`src/rtl/fifo_uart_tx.sv`:
```
// Byte serializer draining an 8-bit synchronous FIFO into an asynchronous serial frame:
// start bit, 8 data bits LSB-first, optional parity, then 1 or 2 stop bits.
module fifo_uart_tx #(
    parameter int CLKS_PER_BIT = 16,
    parameter int PARITY_EN    = 0,
    parameter int PARITY_ODD   = 0,
    parameter int STOP_BITS    = 1
) (
    input  logic       clk,
    input  logic       reset,
    input  logic       enable,
    input  logic       fifo_empty,
    input  logic [7:0] fifo_data,
    output logic       fifo_r_en,
    output logic       tx,
    output logic       busy,
    output logic       byte_done
);

    localparam int TW = $clog2(CLKS_PER_BIT);
    localparam logic [TW-1:0] TIMER_LAST = TW'(CLKS_PER_BIT - 1);
    localparam logic [TW-1:0] TIMER_PRE  = TW'(CLKS_PER_BIT - 2);
    localparam logic [2:0]    STOP_LAST  = 3'(STOP_BITS - 1);
    localparam logic          PAR_INV    = (PARITY_ODD != 0);

    typedef enum logic [2:0] {
        S_IDLE   = 3'd0,
        S_READ   = 3'd1,
        S_WAIT   = 3'd2,
        S_START  = 3'd3,
        S_DATA   = 3'd4,
        S_PARITY = 3'd5,
        S_STOP   = 3'd6
    } state_t;

    state_t        r_state;
    logic [TW-1:0] r_timer;
    logic [2:0]    r_bit_idx;
    logic [7:0]    r_shift;
    logic          r_parity;
    logic          r_tx;
    logic          r_busy;
    logic          r_r_en;
    logic          r_byte_done;
    logic          w_timer_last;

    function automatic logic calc_parity(input logic [7:0] d, input logic odd);
        return (^d) ^ odd;
    endfunction

    assign w_timer_last = (r_timer == TIMER_LAST);

    assign tx        = r_tx;
    assign busy      = r_busy;
    assign fifo_r_en = r_r_en;
    assign byte_done = r_byte_done;

    // Frame sequencer; outputs are registered and set for the state being entered.
    always_ff @(posedge clk or posedge reset) begin
        if (reset) begin
            r_state     <= S_IDLE;
            r_timer     <= '0;
            r_bit_idx   <= 3'd0;
            r_shift     <= 8'h00;
            r_parity    <= 1'b0;
            r_tx        <= 1'b1;
            r_busy      <= 1'b0;
            r_r_en      <= 1'b0;
            r_byte_done <= 1'b0;
        end else begin
            case (r_state)
                S_IDLE: begin
                    r_tx        <= 1'b1;
                    r_byte_done <= 1'b0;
                    r_timer     <= '0;
                    if (enable && !fifo_empty) begin
                        r_state <= S_READ;
                        r_r_en  <= 1'b1;
                        r_busy  <= 1'b1;
                    end else begin
                        r_r_en  <= 1'b0;
                        r_busy  <= 1'b0;
                    end
                end
                S_READ: begin
                    r_r_en  <= 1'b0;
                    r_state <= S_WAIT;
                end
                S_WAIT: begin
                    // FIFO output is valid only during this cycle.
                    r_shift  <= fifo_data;
                    r_parity <= calc_parity(fifo_data, PAR_INV);
                    r_tx     <= 1'b0;
                    r_timer  <= '0;
                    r_state  <= S_START;
                end
                S_START: begin
                    if (w_timer_last) begin
                        r_timer   <= '0;
                        r_bit_idx <= 3'd0;
                        r_tx      <= r_shift[0];
                        r_state   <= S_DATA;
                    end else begin
                        r_timer <= r_timer + TW'(1'b1);
                    end
                end
                S_DATA: begin
                    if (w_timer_last) begin
                        r_timer <= '0;
                        r_shift <= {1'b0, r_shift[7:1]};
                        if (r_bit_idx == 3'd7) begin
                            r_bit_idx <= 3'd0;
                            if (PARITY_EN != 0) begin
                                r_tx    <= r_parity;
                                r_state <= S_PARITY;
                            end else begin
                                r_tx    <= 1'b1;
                                r_state <= S_STOP;
                            end
                        end else begin
                            r_bit_idx <= r_bit_idx + 3'd1;
                            r_tx      <= r_shift[1];
                        end
                    end else begin
                        r_timer <= r_timer + TW'(1'b1);
                    end
                end
                S_PARITY: begin
                    if (w_timer_last) begin
                        r_timer   <= '0;
                        r_bit_idx <= 3'd0;
                        r_tx      <= 1'b1;
                        r_state   <= S_STOP;
                    end else begin
                        r_timer <= r_timer + TW'(1'b1);
                    end
                end
                S_STOP: begin
                    // r_bit_idx counts stop bits here; byte_done is raised one cycle early so it lands on the last cycle.
                    if (w_timer_last) begin
                        r_timer <= '0;
                        if (r_bit_idx == STOP_LAST) begin
                            r_bit_idx   <= 3'd0;
                            r_busy      <= 1'b0;
                            r_byte_done <= 1'b0;
                            r_state     <= S_IDLE;
                        end else begin
                            r_bit_idx <= r_bit_idx + 3'd1;
                        end
                    end else begin
                        r_timer <= r_timer + TW'(1'b1);
                        if ((r_timer == TIMER_PRE) && (r_bit_idx == STOP_LAST)) begin
                            r_byte_done <= 1'b1;
                        end else begin
                            r_byte_done <= 1'b0;
                        end
                    end
                end
                default: begin
                    r_state     <= S_IDLE;
                    r_tx        <= 1'b1;
                    r_busy      <= 1'b0;
                    r_r_en      <= 1'b0;
                    r_byte_done <= 1'b0;
                end
            endcase
        end
    end

endmodule
```
`config.mk`:
```
export PLATFORM = sky130hd
export DESIGN_NAME = fifo_uart_tx
export DESIGN_NICKNAME = d
export VERILOG_FILES = /design/src/rtl/fifo_uart_tx.sv
export SDC_FILE = /design/constraint.sdc
export NUM_CORES = 1
export LEC_CHECK = 0
export ABC_AREA = 1
export CORE_MARGIN = 3
export CORE_UTILIZATION = 45
export DETAILED_ROUTE_END_ITERATION = 8
export HOLD_SLACK_MARGIN = 0.12
export PLACE_DENSITY = 0.63
export SLEW_MARGIN = 20
export SYNTH_ARGS = -nofsm -noshare
export SYNTH_HDL_FRONTEND = slang
export SYNTH_SLANG_ARGS = --single-unit
export TNS_END_PERCENT = 50
```
`constraint.sdc`:
```
create_clock -name clk -period 3.5 [get_ports clk]
set_clock_uncertainty 0.15 [all_clocks]
set_input_delay 0.7 -clock clk [delete_from_list [all_inputs] [get_ports clk]]
set_output_delay 0.7 -clock clk [all_outputs]
set_load 0.1 [all_outputs]
```
==> results by group <==
Synthesis
  – Synth area leaders: dfrtp_1 (36%), nand2_1 (13%), nand3_1 (7.3%)
  – Post-synth design cell area: 1446 um^2
  – Synth warn: 0
  – Syn nets: 202
  – Yosys reg bits: 22
  – Library cells used by synthesis: 26
  – Syn_area_per_cell: 7.818 um^2
  – Most common cell in the netlist: nand2_1
  – Fraction of registers with async set/reset: 100.0%
  – Synth top cells by count: nand2_1 (50), inv_1 (25), dfrtp_1 (21), nand3_1 (21), o21ai_0 (17)
  – Mapped Cells: 185
  – Share of the synthesized area in the top cell type: 36.33%
  – Post-synth top area cell: dfrtp_1
  – Seq/Total Area, Yosys: 38.15%
  – Post-synth top flop: dfrtp_1
  – Post-synth EDFFs: 0

Clocking
  – Clock Pin Slew Worst Setup and Hold Paths: 130 ps
  – Root Driver: clkbuf_4
  – CTS buffer count: 3
  – Post-CTS sizing: 0
  – # hold bufs at CTS: 0
  – Clock tree buffer depth: 2
  – Post-CTS setup buffer count: 0
  – Clk sinks: 22
  – CTS tree: built
  – H-tree depth: 1
  – Later-pin clock latency in the skew report: 320 ps

Worst hold path
  – Hold WC Path Type: flop to flop
  – Min-delay src: byte_done$_DFFE_PP0P_

Placement
  – Placer Congestion: 0.9132
  – Hpwl dp: 2045 um
  – # port buffers: 15
  – Post-DP Area: 1575 um^2

Timing
  – Hold WS: 341.2 ps
  – Fin crit share: 57.31%
  – TNS Setup: 0 ps
  – Fmax: 0.4985 GHz
  – Slew HR: 45.30%
  – Worst-Margin Slew: 819.6 ps
  – Post-route minimum period: 2006 ps
  – Final Max Tran Viols: 0
  – Final hold violation count: 0
  – RSZ-0062 raised after global routing: no
  – Final setup vio count: 0

Critical path
  – CP max-delay cell: dfstp_2
  – Worst-path maximum fanout: 2
  – Worst EP arrival: 1160 ps
  – CP Launch Point: tx$_DFFE_PP1P_
  – Worst setup SP type: flop
  – Delay of the slowest cell on the worst path: 550 ps
  – Worst r2r src: r_state[2]$_DFFE_PP0P_
  – Delay-heaviest family, CP: flip-flops
  – Critical path buffers and inverters: 1
  – WP data required: 2650 ps
  – Crit-path cells: buf_4
  – Critical path endpoint category: output pin
  – WS Path Type: flop to output pin

Die
  – Die width: 62.70 um
  – Site Rows: 19
  – Ports: 16
  – Die Span Y: 62.70 um
  – Die ar.: 3931 um^2
  – Core ar.: 2900 um^2
  – Initial core utilization: 49.87%

GRT
  – Antenna violations before repair: 0
  – First-pass GRT wire length: 5175 um
  – Vias in the first global route: 1145
  – Largest net degree at the start of global routing: 23
  – Tot GR Track Use: 15.77%
  – Grt ovf: 0

Run
  – Maxcap violations: 0

Route
  – Initial drt markers: 59
  – Wirelength, routed: 2729 um
  – Detail Route Antenna Nets: 0
  – Detailed Routing Iterations Pass 1: 4
  – Drt drc: 0
  – DR WL/cell: 11.37 um
  – Via count: 1161
  – Vias per cell: 4.838

Power
  – Max VDD drop: 0.2248 mV
  – Pwr Density: 304.5 nW/um^2
  – Leak: 0.8265 nW

Layout
  – # diodes: 0
  – Multi-input gate area: 725.7 um^2
  – Storage cell area: 551.8 um^2
  – Area grow syn2layout: 12.54%
  – Fraction of layout cells with a size suffix above 1: 15.66%
  – Final #Nets: 216
  – Post-route cell area: 1628 um^2
  – Fillers: 280

Run status
  – Status: complete, no violations
## cells by family (layout without fill, tap and decap cells)
logic type / after synthesis / in the layout / synth area share [%]
AND/OR/NAND/NOR: 94 / 94 / 32.96
buffers and inverters: 34 / 47 / 11.68
adder cells (fa/ha/maj): 5 / 5 / 4.325
AO/OA/AOI/OAI: 28 / 28 / 11.68
flip-flops: 22 / 22 / 38.15
XOR/XNOR: 2 / 2 / 1.211
## state kept, by name, indices dropped and copies added, names as in the netlist
register and flops:
r_timer 4, r_state 3, fifo_r_en 1, r_shift 8, tx 1, byte_done 1, busy 1, r_bit_idx 3
## metal layers
metal	GRT usage, %	vias to the layer above	part of all wire [%]
li1	-	612	-
met1	23.15	524	50
met2	24.37	25	45
met3	3.597	0	4.7
met4	1.653	0	0
met5	0	-	0
## cell type report
cell class                 instances  area share, %
inverter                          28          6.457
tap                               42          3.228
clock buffer                       3          1.384
timing repair buffer              15          8.609
clock inverter                     1          1.845
sequential                        22          33.90
multi-input combinational        129          44.58
## final timing paths
check	slack, ps	to	cells after the start
max	1490	tx	1
min	340	byte_done$_DFFE_PP0P_	2
max reg2reg	1740	r_shift[0]$_DFFE_PP0P_	4
min reg2reg	340	byte_done$_DFFE_PP0P_	2
max in group asynchronous	2020	r_shift[3]$_DFFE_PP0P_	2
min in group asynchronous	670	r_bit_idx[1]$_DFFE_PP0P_	2
## where the power goes
group          internal, W  switching [W]  leakage (nW)
Sequential        0.000259     0.00000152         0.254
Combinational    0.0000154      0.0000169         0.544
Clock             0.000116      0.0000867        0.0279
Total             0.000390       0.000105         0.827
## layout by cell type (no fill, tap or decap), drive strengths merged
cell type and n:
nand3 22, dfrtp 21, o21a 1, o22ai 3, nand4 1, nor2 14, o21ai 22, ha 5
nand2 57, buf 4, inv 28, dfstp 1, bufinv 1, clkdlybuf4s50 11, clkbuf 3, xor2 1
a21oi 2, xnor2 1
## per-stage QoR
stage / instances / utilization [%] / power (W) / worst slack, ps
floorplan: 185 / - / 0.0002817 / 1752
detailed placement: 236 / 54.31 / 0.0002983 / 1566
global placement: 236 / 54.31 / 0.0002980 / 1596
global route: 240 / 56.13 / 0.0005172 / 1452
finish: 240 / 56.13 / 0.0004956 / 1494
CTS: 240 / 56.13 / 0.0005018 / 1480
Power figures use the tool's default switching activity.
==> variant 1, RTL diff (same settings) <==
Set the parameter `CLKS_PER_BIT` to 32 (it was 16).
--- a/src/rtl/fifo_uart_tx.sv
+++ b/src/rtl/fifo_uart_tx.sv
@@ -2,5 +2,5 @@
 // start bit, 8 data bits LSB-first, optional parity, then 1 or 2 stop bits.
 module fifo_uart_tx #(
-    parameter int CLKS_PER_BIT = 16,
+    parameter int CLKS_PER_BIT = 32,
     parameter int PARITY_EN    = 0,
     parameter int PARITY_ODD   = 0,
Formal check against the unedited RTL: same outputs for any inputs over 10 cycles, from zero or initial values and one cycle with reset high; that may be too few to reach the edited logic, so the function may still have changed.
==> variant 1 against the original RTL <==
Non-clock buffer count unchanged; global-route usage increased by 0.43 points; synthesized area decreased by 5.1%; final area decreased by 5.0%; worst setup slack got worse by 0.0019 ns; sequential cell count increased by 1; routed wire length decreased by 4.4%; utilization decreased by 1.5 points; sequential power increased by 5%; power decreased by 12%; critical path type unchanged.
==> variant 1: results (changes against the original RTL) <==
The fraction of final layout cells with drive strength greater than 1 is 11.6% (-4.1 points), and the fraction of registers with async set/reset is 100% (unchanged). The logs give 1.55 ns (-0.19 ns) for the reg2reg setup slack and 1520 um^2 (-3.7%) for the placement-stage cell area. The tools report the half-perimeter wire length after detailed placement as 1.95 mm (-4.4%).

The number of violations reported at the end of detailed-routing iteration 0 was 113 (+92%). By area the synthesized netlist is led by sky130_fd_sc_hd__dfrtp_1, sky130_fd_sc_hd__nand2_1, sky130_fd_sc_hd__nand3_1. The number of global-route vias before repair was 1110 (-3.1%); the number of vias after detailed routing was 1198 (+3.2%). The worst slack after detailed placement is 1.51 ns (-0.0577 ns). The final critical delay including setup and external delays was 2.01 ns (+0.00194 ns). The worst-case headroom to the max-slew limit is 42.3% (-3.0 points).

The net count after synthesis is 202 (unchanged), and the worst path arrival time is 1.16 ns (about the same). Clock root buffer: sky130_fd_sc_hd__clkbuf_4. Sorting the synthesized cells by how often they occur yields sky130_fd_sc_hd__nand2_1, sky130_fd_sc_hd__dfrtp_1, sky130_fd_sc_hd__inv_1. The largest stage delay on the critical path works out to 0.56 ns. The most used flip-flop cell after synthesis was sky130_fd_sc_hd__dfrtp_1. The all-layer global routing usage was 16.2% (+0.43 points). The tools report the number of nets at the end of the flow as 218 (+0.93%). Post-synthesis share of cell area spent on xor and xnor gates: 1.28% (+0.065 points). The number of filler cells placed in the layout is 294 (+5.0%), and the fraction of synthesized area in multiplexers is 0% (unchanged). The tools report the largest net degree at the start of global routing as 24 (+4.3%).

The number of buffers inserted by port buffering is 15 (unchanged), and the maximum level of the CTS H-tree is 1 (unchanged). The post-synthesis adder-cell area fraction is 5.47% (+1.1 points). The largest driver fanout on the critical path is 2 (unchanged), and the number of remaining DRC errors is 0 (unchanged).

The run finished with clean final reports. The number of buffers on the longest clock path is 2 (unchanged), and the average wire length per cell after detail routing is 11.3 um (-0.24%). The clock network latency to the later pin of the worst-skew pair is 0.32 ns (about the same), and the top cell type's share of synthesized area is 40.1% (+3.8 points). In the final layout, the registers with the most flip-flops are r_shift x8, r_timer x5. The kind of cell with the highest combined delay along the critical path is flip-flops. The worst IR drop on VDD is 0.000275 V (+22%), and the final estimated routing congestion in global placement is 0.864 (-5.3%). The share of the synthesized area in compound gates (AO/OA/AOI/OAI) was 11.4% (-0.28 points); the wire length of the first global-routing pass was 4.60 mm (-11%). The leakage power total was 0.804 nW (-2.7%); the post-CTS setup-driven buffer insertion count was 0 (unchanged). Class of the tightest hold or removal check: flop to flop. For the total iterations of the first detailed-routing run, the log shows 4 (unchanged). The clock input transition at the sequential cells of the worst setup and hold paths was 0.13 ns (about the same). The total CTS buffers is 3 (unchanged), and the part of the Yosys area used for sequential elements is 42.0% (+3.9 points). The number of diodes is 0 (unchanged), and the post-cts gate resize count is 0 (unchanged). Count of distinct cell types in the synthesized netlist: 23 (-12%).
[variant 1: report_power, final]
| group | switching [W] | internal (W) |
|---|---|---|
| Clock | 0.0000853 | 0.0000437 |
| Sequential | 0.00000174 | 0.000271 |
| Combinational | 0.0000166 | 0.0000159 |
| Total | 0.000104 | 0.000331 |
[variant 1: cell type report]
class	instances	area [um^2]	share of cell area, %
multi-input cells	129	656	42.4
flip-flops and latches	23	577	37.3
repair buffers	15	140	9.06
inverters	28	105	6.80
well taps	31	38.8	2.51
clock buffers	3	22.5	1.46
clock inverters	1	7.51	0.485
[variant 1: layer usage]
layer / up-vias / wire [um] / global-route usage [%]
met5: - / 0 / 0
met4: 0 / 44 / 5.88
met3: 6 / 82 / 3.98
met2: 15 / 1190 / 26.3
met1: 557 / 1300 / 20.9
li1: 620 / - / -
[variant 1: path summary, 6_finish.rpt]
check | startpoint | end | cells after the start
worst max-delay path | tx | tx | 1
worst min-delay path | tx | tx | 2
worst max register to register | r_timer[0] | r_shift[7] | 8
worst min register to register | tx | tx | 2
max in group asynchronous | reset | r_state[2] | 2
min in group asynchronous | reset | r_timer[1] | 2
[variant 1: cells by family after synthesis]
logic type | count (synthesis)
AOI/OAI and AO/OA | 29
DFF | 23
adders and majority gates | 6
xor gates and xnor gates | 2
and+or+nand+nor | 92
buffers and inverters | 32
[variant 1: through the flow]
| stage | cells | utilization, % | power, W | hold slack, ns |
|---|---|---|---|---|
| 2_1_floorplan | 184 | - | 0.000295 | 0.324 |
| 4_1_cts | 230 | 54.7 | 0.000445 | 0.333 |
| 3_5_place_dp | 226 | 53.6 | 0.000311 | 0.311 |
| 6_report | 230 | 54.7 | 0.000435 | 0.329 |
| 3_3_place_gp | 226 | 53.6 | 0.000311 | 0.310 |
| 5_1_grt | 230 | 54.7 | 0.000454 | 0.354 |
==> variant 2, RTL diff (config.mk and constraints unchanged) <==
Made on the original files. Reset style: synchronous (`reset`), changed in one clocked block. Comments in the files are not updated.
--- a/src/rtl/fifo_uart_tx.sv
+++ b/src/rtl/fifo_uart_tx.sv
@@ -57,5 +57,5 @@
 
     // Frame sequencer; outputs are registered and set for the state being entered.
-    always_ff @(posedge clk or posedge reset) begin
+    always_ff @(posedge clk) begin
         if (reset) begin
             r_state     <= S_IDLE;
Behaviour: differs if reset is asserted again (counterexample within 4 cycles, from zero or initial values and one cycle with reset high); with reset held inactive, the same outputs for 10 cycles.
==> variant 2 against the original RTL <==
Worst setup slack better by 0.14 ns; sequential cell count stayed put; final area is 12% lower; non-clock buffer count stayed put; final cell count is 4.2% lower; synthesized area is 12% lower; routed wire length is 3.0% higher; highest routed layer is now met4.
Power is not compared: it rests on default switching activity, and its combinational part moved more than twofold at a synthesized area within 25%.
==> variant 2: results (changes against the original RTL) <==
The highest layer used for signal routing was met4. The number of placed cells counting well taps was 227 (-3.8%); the average wire length per cell after detail routing was 12.2 um (+7.5%). The mean cell area of the mapped netlist was 6.76 um^2 (-14%); the final estimated routing congestion in global placement was 0.816 (-11%). The number of nets at the end of the flow was 219 (+1.4%); the largest driver fanout on the critical path was 12 (+10). The tools report the total CTS buffers as 3 (unchanged). The tools report the worst-case headroom to the max-slew limit as 67.5% (+22 points). The most used flip-flop cell after synthesis is sky130_fd_sc_hd__dfxtp_1. The flow ran to the end, and the final reports show no timing, DRC or antenna violations. The largest net degree at the start of global routing was 17 (-26%).

Met1 routing resource usage after global routing: 22.5% (-0.63 points). Length of routed met2 wiring: 1.40 mm (+14%). The commonest cells after synthesis are sky130_fd_sc_hd__nand2_1, sky130_fd_sc_hd__dfxtp_1, sky130_fd_sc_hd__a21oi_1, sky130_fd_sc_hd__inv_1, sky130_fd_sc_hd__o21ai_0. Wire length of the first global-routing pass: 5.04 mm (-2.6%).

Sorting the synthesized cells by area gives the leading types as sky130_fd_sc_hd__dfxtp_1, sky130_fd_sc_hd__nand2_1, sky130_fd_sc_hd__a21oi_1. Fraction of registers with async set/reset: 0% (-100 points). The number of vias after detailed routing was 1260 (+8.5%). The fraction of final layout cells with drive strength greater than 1 was 10.5% (-5.2 points); the worst slack after detailed placement was 1.30 ns (-0.268 ns). The logs give 254 (-9.3%) for the number of filler cells placed in the layout and 1 (unchanged) for the maximum level of the CTS H-tree. Number of violations reported at the end of detailed-routing iteration 0: 68 (+15%).

The all-layer global routing usage was 18.9% (+3.1 points); the worst path arrival time was 1.96 ns (+0.80 ns). The logs give 33.8% (+9.4 points) for the met2 track utilization from global routing and 25 (-3.8%) for the count of distinct cell types in the synthesized netlist. The ratio of routed vias to standard cells was 5.48 (+13%); the net count after synthesis was 205 (+1.5%). The met3 routing resource usage after global routing was 1.96% (-1.6 points).

The final non-filler cell area was 1430 um^2 (-12%). For the part of the Yosys area used for sequential elements, the log shows 34.6% (-3.5 points). The placement-stage cell area was 1410 um^2 (-11%).
## variant 2: changes by cell type after synthesis, moves of 4 or more
cell	change
sky130_fd_sc_hd__a21oi_1	+18
sky130_fd_sc_hd__dfrtp_1	-21
sky130_fd_sc_hd__inv_1	-5
sky130_fd_sc_hd__nand3_1	-5
sky130_fd_sc_hd__dfxtp_1	+22
sky130_fd_sc_hd__nand2_1	-4
sky130_fd_sc_hd__nor2_1	+4
## variant 2: power by group
group	switching, W	internal [W]	total [W]
Clock	0.0000782	0.0000403	0.000119
Sequential	0.0000214	0.000273	0.000294
Combinational	0.000111	0.0000558	0.000166
## variant 2: cell type report
class	instances	share of cell area, %
Clock buffer	3	1.58
Inverter	23	6.05
Timing Repair Buffer	15	9.82
Tap cell	30	2.63
Multi-Input combinational cell	137	49.1
Sequential cell	22	30.9
## variant 2: final timing paths
check	depth (start not counted)	from	to	slack (ns)
hold reg to reg	2	r_shift[0]	r_shift[0]	0.31
hold / removal	2	r_shift[0]	r_shift[0]	0.31
setup / recovery	4	reset	r_shift[1]	1.64
setup reg to reg	7	r_state[0]	r_bit_idx[1]	1.70
## variant 2: cell families (layout without fill, tap and decap cells)
group / count (synthesis) / count (layout) / synth area share (%)
XOR/XNOR: 1 / 1 / 0.689
flip-flops: 22 / 22 / 34.6
buffers and inverters: 29 / 41 / 10.2
AO/OA/AOI/OAI: 44 / 44 / 18.4
adder cells (fa/ha/maj): 5 / 5 / 4.92
AND/OR/NAND/NOR: 87 / 87 / 31.1
## variant 2: critical path, cell delays in order
cell and delay [ns]:
sky130_fd_sc_hd__clkdlybuf4s50_1 0.63, sky130_fd_sc_hd__inv_1 0.35, sky130_fd_sc_hd__o21ai_0 0.14, sky130_fd_sc_hd__a21oi_1 0.15
